--- src/rtl/jbi_min_arb_track_pkg.sv ---
// Shared JBus receive-side definitions: J_ADTYPE codes, arb-mode encodings,
// agent indices and the registered packet-flag bundle.
package jbi_min_arb_track_pkg;

    // J_ADTYPE codes
    localparam logic [7:0] ADTYPE_IDLE      = 8'h00;
    localparam int         ADTYPE_KIND_HI   = 7;
    localparam int         ADTYPE_KIND_LO   = 6;
    localparam logic [1:0] ADTYPE_KIND_HDR  = 2'b10;
    localparam logic [1:0] ADTYPE_KIND_DATA = 2'b01;

    // Agent indices on the request vector
    localparam int AGENT_JBI  = 0;
    localparam int AGENT_REQ4 = 1;
    localparam int AGENT_REQ5 = 2;

    // CSR arbitration mode; 2'b11 behaves like ARB_DEAD_SAMPLE
    typedef enum logic [1:0] {
        ARB_DEAD_SAMPLE   = 2'b00,
        ARB_DEAD_NOSAMPLE = 2'b01,
        ARB_NO_DEAD       = 2'b10,
        ARB_RSVD          = 2'b11
    } arb_mode_e;

    // Registered per-cycle framing/error pulses
    typedef struct packed {
        logic start;
        logic data;
        logic last;
        logic abort;
        logic err_sw;
        logic err_hdr;
    } pkt_flags_t;

    function automatic logic adtype_is_hdr(input logic [7:0] a);
        return a[ADTYPE_KIND_HI:ADTYPE_KIND_LO] == ADTYPE_KIND_HDR;
    endfunction

    function automatic logic adtype_is_data(input logic [7:0] a);
        return a[ADTYPE_KIND_HI:ADTYPE_KIND_LO] == ADTYPE_KIND_DATA;
    endfunction

endpackage

--- src/rtl/jbi_min_arb_track_if.sv ---
// Bus bundle for the JBus ownership tracker: sampled JBus/CSR inputs and
// owner/framing outputs.
interface jbi_min_arb_track_if #(
    parameter int NUM_AGENTS = 3
);
    logic [NUM_AGENTS-1:0] io_jbi_j_req_in_l;
    logic [1:0]            csr_jbi_config_arb_mode;
    logic [7:0]            io_jbi_j_adtype;

    logic [NUM_AGENTS-1:0] min_owner_oh;
    logic [2:0]            min_owner_id;
    logic                  min_bus_switch;
    logic                  min_dsbl_sampling;
    logic                  min_own_cycle;
    logic                  min_pkt_start;
    logic                  min_pkt_data;
    logic                  min_pkt_end;
    logic                  min_pkt_abort;
    logic                  min_err_owner_switch;
    logic                  min_err_unexp_hdr;

    modport master (
        output io_jbi_j_req_in_l, csr_jbi_config_arb_mode, io_jbi_j_adtype,
        input  min_owner_oh, min_owner_id, min_bus_switch, min_dsbl_sampling,
               min_own_cycle, min_pkt_start, min_pkt_data, min_pkt_end,
               min_pkt_abort, min_err_owner_switch, min_err_unexp_hdr
    );

    modport slave (
        input  io_jbi_j_req_in_l, csr_jbi_config_arb_mode, io_jbi_j_adtype,
        output min_owner_oh, min_owner_id, min_bus_switch, min_dsbl_sampling,
               min_own_cycle, min_pkt_start, min_pkt_data, min_pkt_end,
               min_pkt_abort, min_err_owner_switch, min_err_unexp_hdr
    );
endinterface

--- src/rtl/jbi_min_arb_track_rr.sv ---
// Combinational JBus round-robin next-owner calculation. The owner keeps the
// bus while requesting; otherwise the grant goes to the first requester found
// scanning downward from owner-1 with wrap. With no requester the owner parks.
module jbi_rr_next_owner #(
    parameter int NUM_AGENTS = 3
) (
    input  logic [NUM_AGENTS-1:0] req,
    input  logic [NUM_AGENTS-1:0] owner,
    output logic [NUM_AGENTS-1:0] owner_nxt
);

    // Pick the requester with the smallest nonzero downward distance from owner
    always_comb begin
        int own_idx;
        int best_j;
        int best_d;
        int d;
        own_idx = 0;
        for (int j = 0; j < NUM_AGENTS; j++)
            if (owner[j]) own_idx = j;
        best_j = 0;
        best_d = NUM_AGENTS;
        for (int j = 0; j < NUM_AGENTS; j++) begin
            d = (own_idx - j + NUM_AGENTS) % NUM_AGENTS;
            if (req[j] && d != 0 && d < best_d) begin
                best_d = d;
                best_j = j;
            end
        end
        owner_nxt = owner;
        if (!(|(req & owner)) && best_d < NUM_AGENTS)
            owner_nxt = {{(NUM_AGENTS-1){1'b0}}, 1'b1} << best_j;
    end

endmodule

--- src/rtl/jbi_min_arb_track.sv ---
// Receive-side JBus ownership tracker: replays round-robin arbitration from
// the sampled requests, applies the dead-cycle policy and frames packets
// driven by other agents, flagging mid-packet protocol violations.
module jbi_min_arb_track
    import jbi_min_arb_track_pkg::*;
#(
    parameter int NUM_AGENTS = 3,
    parameter int LEN_W      = 3
) (
    input  logic                clk,
    input  logic                rst,
    jbi_min_arb_track_if.slave  bus
);

    localparam logic [0:0] ST_IDLE = 1'b0;
    localparam logic [0:0] ST_DATA = 1'b1;

    logic [NUM_AGENTS-1:0] req;
    logic [NUM_AGENTS-1:0] owner_q;
    logic [NUM_AGENTS-1:0] owner_nxt;
    logic                  bus_switch;
    arb_mode_e             mode_q;
    logic                  dead_q;
    logic                  frame_en;
    logic [2:0]            owner_id;

    logic [0:0]            state_q, state_n;
    logic [LEN_W-1:0]      cnt_q, cnt_n;
    logic [LEN_W-1:0]      hdr_len;
    logic                  is_hdr, is_data;
    pkt_flags_t            flags_q, flags_n;

    assign req = ~bus.io_jbi_j_req_in_l;

    jbi_rr_next_owner #(.NUM_AGENTS(NUM_AGENTS)) u_rr (
        .req       (req),
        .owner     (owner_q),
        .owner_nxt (owner_nxt)
    );

    assign bus_switch = (owner_nxt != owner_q);

    // Owner register, registered arb mode and dead-cycle marker
    always_ff @(posedge clk) begin
        if (rst) begin
            owner_q <= {{(NUM_AGENTS-1){1'b0}}, 1'b1};
            mode_q  <= ARB_DEAD_SAMPLE;
            dead_q  <= 1'b0;
        end else begin
            owner_q <= owner_nxt;
            mode_q  <= arb_mode_e'(bus.csr_jbi_config_arb_mode);
            dead_q  <= bus_switch && (mode_q != ARB_NO_DEAD);
        end
    end

    // Binary encode of the owner presented this cycle
    always_comb begin
        owner_id = 3'd0;
        for (int j = 0; j < NUM_AGENTS; j++)
            if (owner_nxt[j]) owner_id = 3'(j);
    end

    // Only packets from other agents on live cycles are framed
    assign frame_en = !dead_q && !owner_nxt[AGENT_JBI];
    assign hdr_len  = bus.io_jbi_j_adtype[LEN_W-1:0];
    assign is_hdr   = adtype_is_hdr(bus.io_jbi_j_adtype);
    assign is_data  = adtype_is_data(bus.io_jbi_j_adtype);

    // Framing FSM; an owner switch mid-packet wins over any header/data
    always_comb begin
        state_n = state_q;
        cnt_n   = cnt_q;
        flags_n = '0;
        if (state_q == ST_DATA && bus_switch) begin
            flags_n.err_sw = 1'b1;
            flags_n.abort  = 1'b1;
            state_n        = ST_IDLE;
            cnt_n          = '0;
        end else if (frame_en) begin
            if (is_hdr) begin
                if (state_q == ST_DATA) begin
                    flags_n.err_hdr = 1'b1;
                    flags_n.abort   = 1'b1;
                end
                flags_n.start = 1'b1;
                if (hdr_len == '0) begin
                    flags_n.last = 1'b1;
                    state_n      = ST_IDLE;
                    cnt_n        = '0;
                end else begin
                    state_n = ST_DATA;
                    cnt_n   = hdr_len;
                end
            end else if (is_data && state_q == ST_DATA) begin
                flags_n.data = 1'b1;
                cnt_n        = cnt_q - LEN_W'(1);
                if (cnt_q == LEN_W'(1)) begin
                    flags_n.last = 1'b1;
                    state_n      = ST_IDLE;
                end
            end
        end
    end

    // FSM state and registered framing pulses
    always_ff @(posedge clk) begin
        if (rst) begin
            state_q <= ST_IDLE;
            cnt_q   <= '0;
            flags_q <= '0;
        end else begin
            state_q <= state_n;
            cnt_q   <= cnt_n;
            flags_q <= flags_n;
        end
    end

    assign bus.min_owner_oh         = owner_nxt;
    assign bus.min_owner_id         = owner_id;
    assign bus.min_bus_switch       = bus_switch;
    assign bus.min_dsbl_sampling    = dead_q && (mode_q == ARB_DEAD_NOSAMPLE);
    assign bus.min_own_cycle        = owner_nxt[AGENT_JBI] && !dead_q;
    assign bus.min_pkt_start        = flags_q.start;
    assign bus.min_pkt_data         = flags_q.data;
    assign bus.min_pkt_end          = flags_q.last;
    assign bus.min_pkt_abort        = flags_q.abort;
    assign bus.min_err_owner_switch = flags_q.err_sw;
    assign bus.min_err_unexp_hdr    = flags_q.err_hdr;

endmodule

--- src/flat_wrapper.sv ---
// flat-port wrapper written by rule: the top's interface ports become plain ports
module jbi_min_arb_track_flat import jbi_min_arb_track_pkg::*;
#(
    parameter int NUM_AGENTS = 3,
    parameter int LEN_W      = 3
)
  (clk, rst, bus_io_jbi_j_req_in_l, bus_csr_jbi_config_arb_mode, bus_io_jbi_j_adtype, bus_min_owner_oh, bus_min_owner_id, bus_min_bus_switch, bus_min_dsbl_sampling, bus_min_own_cycle, bus_min_pkt_start, bus_min_pkt_data, bus_min_pkt_end, bus_min_pkt_abort, bus_min_err_owner_switch, bus_min_err_unexp_hdr);
  jbi_min_arb_track_if #(.NUM_AGENTS(NUM_AGENTS)) bus_i ();
  input  logic clk;
  input  logic rst;
  input wire logic [$bits(bus_i.io_jbi_j_req_in_l)-1:0] bus_io_jbi_j_req_in_l;
  input wire logic [$bits(bus_i.csr_jbi_config_arb_mode)-1:0] bus_csr_jbi_config_arb_mode;
  input wire logic [$bits(bus_i.io_jbi_j_adtype)-1:0] bus_io_jbi_j_adtype;
  output wire logic [$bits(bus_i.min_owner_oh)-1:0] bus_min_owner_oh;
  output wire logic [$bits(bus_i.min_owner_id)-1:0] bus_min_owner_id;
  output wire logic [$bits(bus_i.min_bus_switch)-1:0] bus_min_bus_switch;
  output wire logic [$bits(bus_i.min_dsbl_sampling)-1:0] bus_min_dsbl_sampling;
  output wire logic [$bits(bus_i.min_own_cycle)-1:0] bus_min_own_cycle;
  output wire logic [$bits(bus_i.min_pkt_start)-1:0] bus_min_pkt_start;
  output wire logic [$bits(bus_i.min_pkt_data)-1:0] bus_min_pkt_data;
  output wire logic [$bits(bus_i.min_pkt_end)-1:0] bus_min_pkt_end;
  output wire logic [$bits(bus_i.min_pkt_abort)-1:0] bus_min_pkt_abort;
  output wire logic [$bits(bus_i.min_err_owner_switch)-1:0] bus_min_err_owner_switch;
  output wire logic [$bits(bus_i.min_err_unexp_hdr)-1:0] bus_min_err_unexp_hdr;
  assign bus_i.io_jbi_j_req_in_l = bus_io_jbi_j_req_in_l;
  assign bus_i.csr_jbi_config_arb_mode = bus_csr_jbi_config_arb_mode;
  assign bus_i.io_jbi_j_adtype = bus_io_jbi_j_adtype;
  assign bus_min_owner_oh = bus_i.min_owner_oh;
  assign bus_min_owner_id = bus_i.min_owner_id;
  assign bus_min_bus_switch = bus_i.min_bus_switch;
  assign bus_min_dsbl_sampling = bus_i.min_dsbl_sampling;
  assign bus_min_own_cycle = bus_i.min_own_cycle;
  assign bus_min_pkt_start = bus_i.min_pkt_start;
  assign bus_min_pkt_data = bus_i.min_pkt_data;
  assign bus_min_pkt_end = bus_i.min_pkt_end;
  assign bus_min_pkt_abort = bus_i.min_pkt_abort;
  assign bus_min_err_owner_switch = bus_i.min_err_owner_switch;
  assign bus_min_err_unexp_hdr = bus_i.min_err_unexp_hdr;
  jbi_min_arb_track #(.NUM_AGENTS(NUM_AGENTS), .LEN_W(LEN_W)) u_core (.clk(clk), .rst(rst), .bus(bus_i));
endmodule
--- config.mk ---
export PLATFORM = sky130hd
export DESIGN_NAME = jbi_min_arb_track_flat
export DESIGN_NICKNAME = d
export VERILOG_FILES = /design/src/rtl/jbi_min_arb_track_pkg.sv /design/src/rtl/jbi_min_arb_track_if.sv /design/src/rtl/jbi_min_arb_track_rr.sv /design/src/rtl/jbi_min_arb_track.sv /design/src/flat_wrapper.sv
export SDC_FILE = /design/constraint.sdc
export NUM_CORES = 1
export LEC_CHECK = 0
export BUFFER_PORTS_ARGS = -buffer_cell sky130_fd_sc_hd__buf_2
export CAP_MARGIN = 25
export CORE_ASPECT_RATIO = 0.5
export CORE_MARGIN = 1
export CORE_UTILIZATION = 55
export DETAILED_ROUTE_END_ITERATION = 8
export GPL_ROUTABILITY_DRIVEN = 0
export PLACE_DENSITY = 0.81
export REMOVE_ABC_BUFFERS = 1
export SLEW_MARGIN = 25
export SYNTH_ARGS = -nofsm -noshare
export SYNTH_HDL_FRONTEND = slang
export SYNTH_SLANG_ARGS = --single-unit
--- constraint.sdc ---
create_clock -name clk -period 4.6 [get_ports clk]
set_input_delay 0 -clock clk [delete_from_list [all_inputs] [get_ports clk]]
set_output_delay 0 -clock clk [all_outputs]
set_load 0.01 [all_outputs]
==> impl_summary.txt <==
----------------------------------------------------
[Status]
  Result of the run ... finished, final reports clean

[Cells and area]
  ANT cells ... 0
  Fill cell count ... around 240
  Syn-to-layout area delta ... 20.84%
  Fin nets ... ~310
  Fraction of layout cells with a size suffix above 1 ... 0.1741
  Post-route cell area ... 2061 um2
  Post-layout util ... 0.7452

[Synthesis]
  Area share of the largest cell type after synthesis ... 0.1981
  Sequential fraction of the synthesis area ... 0.1878
  Largest cells by area after synthesis ... sky130_fd_sc_hd__ha_1, sky130_fd_sc_hd__dfxtp_1, sky130_fd_sc_hd__a21oi_1, sky130_fd_sc_hd__nor2_1, sky130_fd_sc_hd__inv_1
  Synth unique cells ... 55
  Ys async rst share ... 0
  Most common cell in the synthesized netlist ... sky130_fd_sc_hd__ha_1
  Most area-hungry cell type in the Yosys netlist ... sky130_fd_sc_hd__ha_1
  Synthesis-stage register bit count ... 16
  Post-Synthesis Mean Instance Area ... about 8 um2
  Synth Warn # ... 0
  Post-Synthesis Cell Area ... around 1700 um2
  Synth top cells by count ... sky130_fd_sc_hd__ha_1, sky130_fd_sc_hd__a21oi_1, sky130_fd_sc_hd__nor2_1
  Cell count after synthesis ... roughly 210
  Post-synth EDFFs ... 0
  Leading register cell type out of synthesis ... sky130_fd_sc_hd__dfxtp_1

[Clock network]
  Master cell of the clock root buffer ... sky130_fd_sc_hd__clkbuf_8
  Register clock-pin slew on the reported worst setup and hold paths ... approximately 0.060 ns
  CTS tree ... yes
  CTS HTree Levels ... 1
  Number of setup buffers added after CTS ... 0
  TritonCTS Buffers ... 3
  TritonCTS sink count ... 16
  Maximum buffer depth of the clock tree ... 2
  Clk_lat worst skew ... around 0.24 ns

[Placed design]
  Instance area at placement ... between 1500 and 2000 um2
  Half-perimeter wire length after placement ... 3.003 mm
  Port Buffers ... 25

[Pwr]
  Pwr/cell area ... ~250 nW/um2
  Leakage power ... ~1.0 nW
  Worst VDD drop ... roughly 0.00022 V
  Overall power of the completed layout ... 512.9 uW

[Setup path]
  Longest individual stage delay on the worst path ... 0.36 ns
  Maximum fanout encountered on the critical timing path ... 13
  Critical path arrival ... ~4.2 ns
  CP Buf/Inv Count ... 2
  Kind of capture point of the worst setup path ... output pin
  Kind of start point of the critical path ... register
  Crit path max-delay cell type ... sky130_fd_sc_hd__dfxtp_2
  Worst path required time ... 4.60 ns
  Most used cell, CP ... sky130_fd_sc_hd__nor2_1
  Series of cell instances along the critical path ... inv_1 > nand2_1 > nor2_1 > ha_1 > a21oi_1 > o21ai_1 > o21ai_0 > and3_2 > nor2_1 > o22ai_1 > ha_1 > o211a_1 > nor2_1 > o32ai_1 > nand3_1 > nand3_1 > a31o_2 > a21o_1 > and2_1 > buf_2
  CP top delay family ... compound AO/OA/AOI/OAI gates
  WS Path Type ... reg -> out

[GRT]
  Number of antenna violations at the first check in global routing ... 0
  Total global routing overflow ... 0
  First-pass GRT wire length ... about 6 mm
  All-layer global routing usage ... 0.2390
  Largest net degree at the start of global routing ... 14
  Via count of the first global-routing pass ... approximately 1500

[Floorplanning]
  Die Width ... around 81 um
  Top-level I/O count ... 30
  Starting density of the core ... 0.6167
  Die Area ... 3341 um2
  Vert. Die Dim ... between 40 and 50 um
  Core ar. ... 2765 um2
  Cell Rows ... 13

[Detailed routing]
  Final wirelength ... 3.685 mm
  Via/cell ratio ... around 5.6
  Number of detailed-route iterations in the first pass ... 4
  Post-detailed-route wirelength per cell ... around 12 um
  Number of DRC markers after the initial detailed-route iteration ... 100
  Count of unresolved DRC violations after routing ... 0
  Final ANT Viol Nets ... 0
  Vias after detailed routing ... ~1700

[STA]
  Fin crit share ... 0.9065
  Final Slew Violations ... 0
  Upper clock frequency limit ... 239.8 MHz
  Pin slew with the least headroom to its limit ... around 0.53 ns
  RSZ-0062 raised after global routing ... false
  Clock skew after layout ... roughly 0.00056 ns
  Clock period minus final worst setup slack ... approximately 4.2 ns
  Post-route setup TNS ... 0 ns
  Relative slew margins ... 0.6418
  Final hold violation count ... 0
  Total of endpoints with negative setup slack in the final report ... 0

[Run]
  Number of violations of the max-capacitance limit ... 0

[Min path]
  Worst min-delay path class ... in -> reg

----------------------------------------------------
what timing repair did:
action                                  CTS  global route
gates resized for setup                   0             1
endpoints found under the hold margin     2             0
hold buffers                              2             0
endpoints found under the setup margin    0             2
where the power goes:
group	leakage (nW)	switching (mW)	internal [mW]
combinational	0.886	0.133	0.0968
clock	0.0288	0.0459	0.0758
sequential	0.131	0.0111	0.150
worst reg2reg max path, delay by kind of cell, from the launching register on:
family	cells	cell delay (ns)
adder cells (fa/ha/maj)	2	0.50
AND/OR/NAND/NOR	7	0.95
AO/OA/AOI/OAI	9	2.12
flip-flops	1	0.36
buffers and inverters	1	0.18
placed cells by master (no fill, tap or decap), types with 2 or more instances in the layout:
cell	netlist	routed
sky130_fd_sc_hd__nor3_1	5	5
sky130_fd_sc_hd__a41oi_1	2	2
sky130_fd_sc_hd__and2_1	3	3
sky130_fd_sc_hd__o21ai_0	10	10
sky130_fd_sc_hd__o221ai_1	2	2
sky130_fd_sc_hd__or2_2	2	2
sky130_fd_sc_hd__nor2_1	18	18
sky130_fd_sc_hd__inv_1	14	14
sky130_fd_sc_hd__ha_1	27	27
sky130_fd_sc_hd__conb_1	2	36
sky130_fd_sc_hd__a211o_1	2	2
sky130_fd_sc_hd__nor3b_1	3	3
sky130_fd_sc_hd__nand4_1	4	4
sky130_fd_sc_hd__a211oi_1	4	4
sky130_fd_sc_hd__a2111oi_0	2	2
sky130_fd_sc_hd__nand2_1	12	12
sky130_fd_sc_hd__a21o_1	5	5
sky130_fd_sc_hd__clkbuf_8	0	4
sky130_fd_sc_hd__a22oi_1	2	2
sky130_fd_sc_hd__o32ai_1	3	3
sky130_fd_sc_hd__a21oi_1	20	20
sky130_fd_sc_hd__dlygate4sd3_1	0	2
sky130_fd_sc_hd__a221oi_2	2	2
sky130_fd_sc_hd__nand2b_1	4	4
sky130_fd_sc_hd__o31ai_2	2	2
sky130_fd_sc_hd__buf_2	1	25
sky130_fd_sc_hd__o21a_1	4	4
sky130_fd_sc_hd__nor2b_1	6	6
sky130_fd_sc_hd__nand3_1	3	3
sky130_fd_sc_hd__dfxtp_1	16	15
stage by stage:
step / setup WS, ns / hold WS (ns) / cells
finish: 0.4299 / 0.01165 / 307
global route: 0.09480 / 0.02705 / 307
CTS: 0.3504 / 0.01497 / 307
detailed placement: 0.4083 / 0.2263 / 301
global placement: 0.5024 / 0.2078 / 301
floorplan: 1.029 / 0.06907 / 239
flip-flops by register name, summed over array words and instances (netlist names):
name,cells
u_core.cnt_q,3
u_core.owner_q,3
u_core.mode_q,2
u_core.bus.min_err_owner_switch,1
u_core.bus.min_err_unexp_hdr,1
u_core.bus.min_pkt_abort,1
u_core.bus.min_pkt_data,1
u_core.bus.min_pkt_end,1
u_core.bus.min_pkt_start,1
u_core.dead_q,1
u_core.state_q,1
final cells by class:
| class | count | area [um2] | share of cell area |
|---|---|---|---|
| multi-input cells | 209 | 1440 | 0.6988 |
| repair buffers | 27 | 145.1 | 0.07043 |
| flip-flops and latches | 16 | 321.6 | 0.1560 |
| clock buffers | 4 | 55.05 | 0.02672 |
| well taps | 37 | 46.29 | 0.02247 |
| inverters | 14 | 52.55 | 0.02550 |
routing by layer:
metal | track usage | part of all wire | vias to the layer above
met5 | 0 | 0 | -
met4 | 0.05357 | 0.0033 | 0
met3 | 0.01957 | 0.024 | 2
met2 | 0.4767 | 0.48 | 27
met1 | 0.2964 | 0.49 | 800
li1 | - | - | 892
final timing paths:
path                           from           endpoint  slack, ns  cells after the start
hold reg to reg     u_core.cnt_q[2]    u_core.cnt_q[2]       0.48                      2
hold / removal                  rst  u_core.owner_q[2]       0.01                      2
setup / recovery  u_core.owner_q[2]  bus_min_own_cycle       0.43                     20
setup reg to reg  u_core.owner_q[2]    u_core.cnt_q[0]       0.44                     19
kinds of logic (layout without fill, tap and decap cells):
kind of cell	count (synthesis)	count (layout)	synth area share
flip-flops	16	16	0.1878
buffers and inverters	17	45	0.04255
adder cells (fa/ha/maj)	27	27	0.1981
AND/OR/NAND/NOR	68	68	0.2106
multiplexers	1	1	0.005870
other	2	36	0.004404
AO/OA/AOI/OAI	77	77	0.3507
Power figures use the tool's default switching activity.
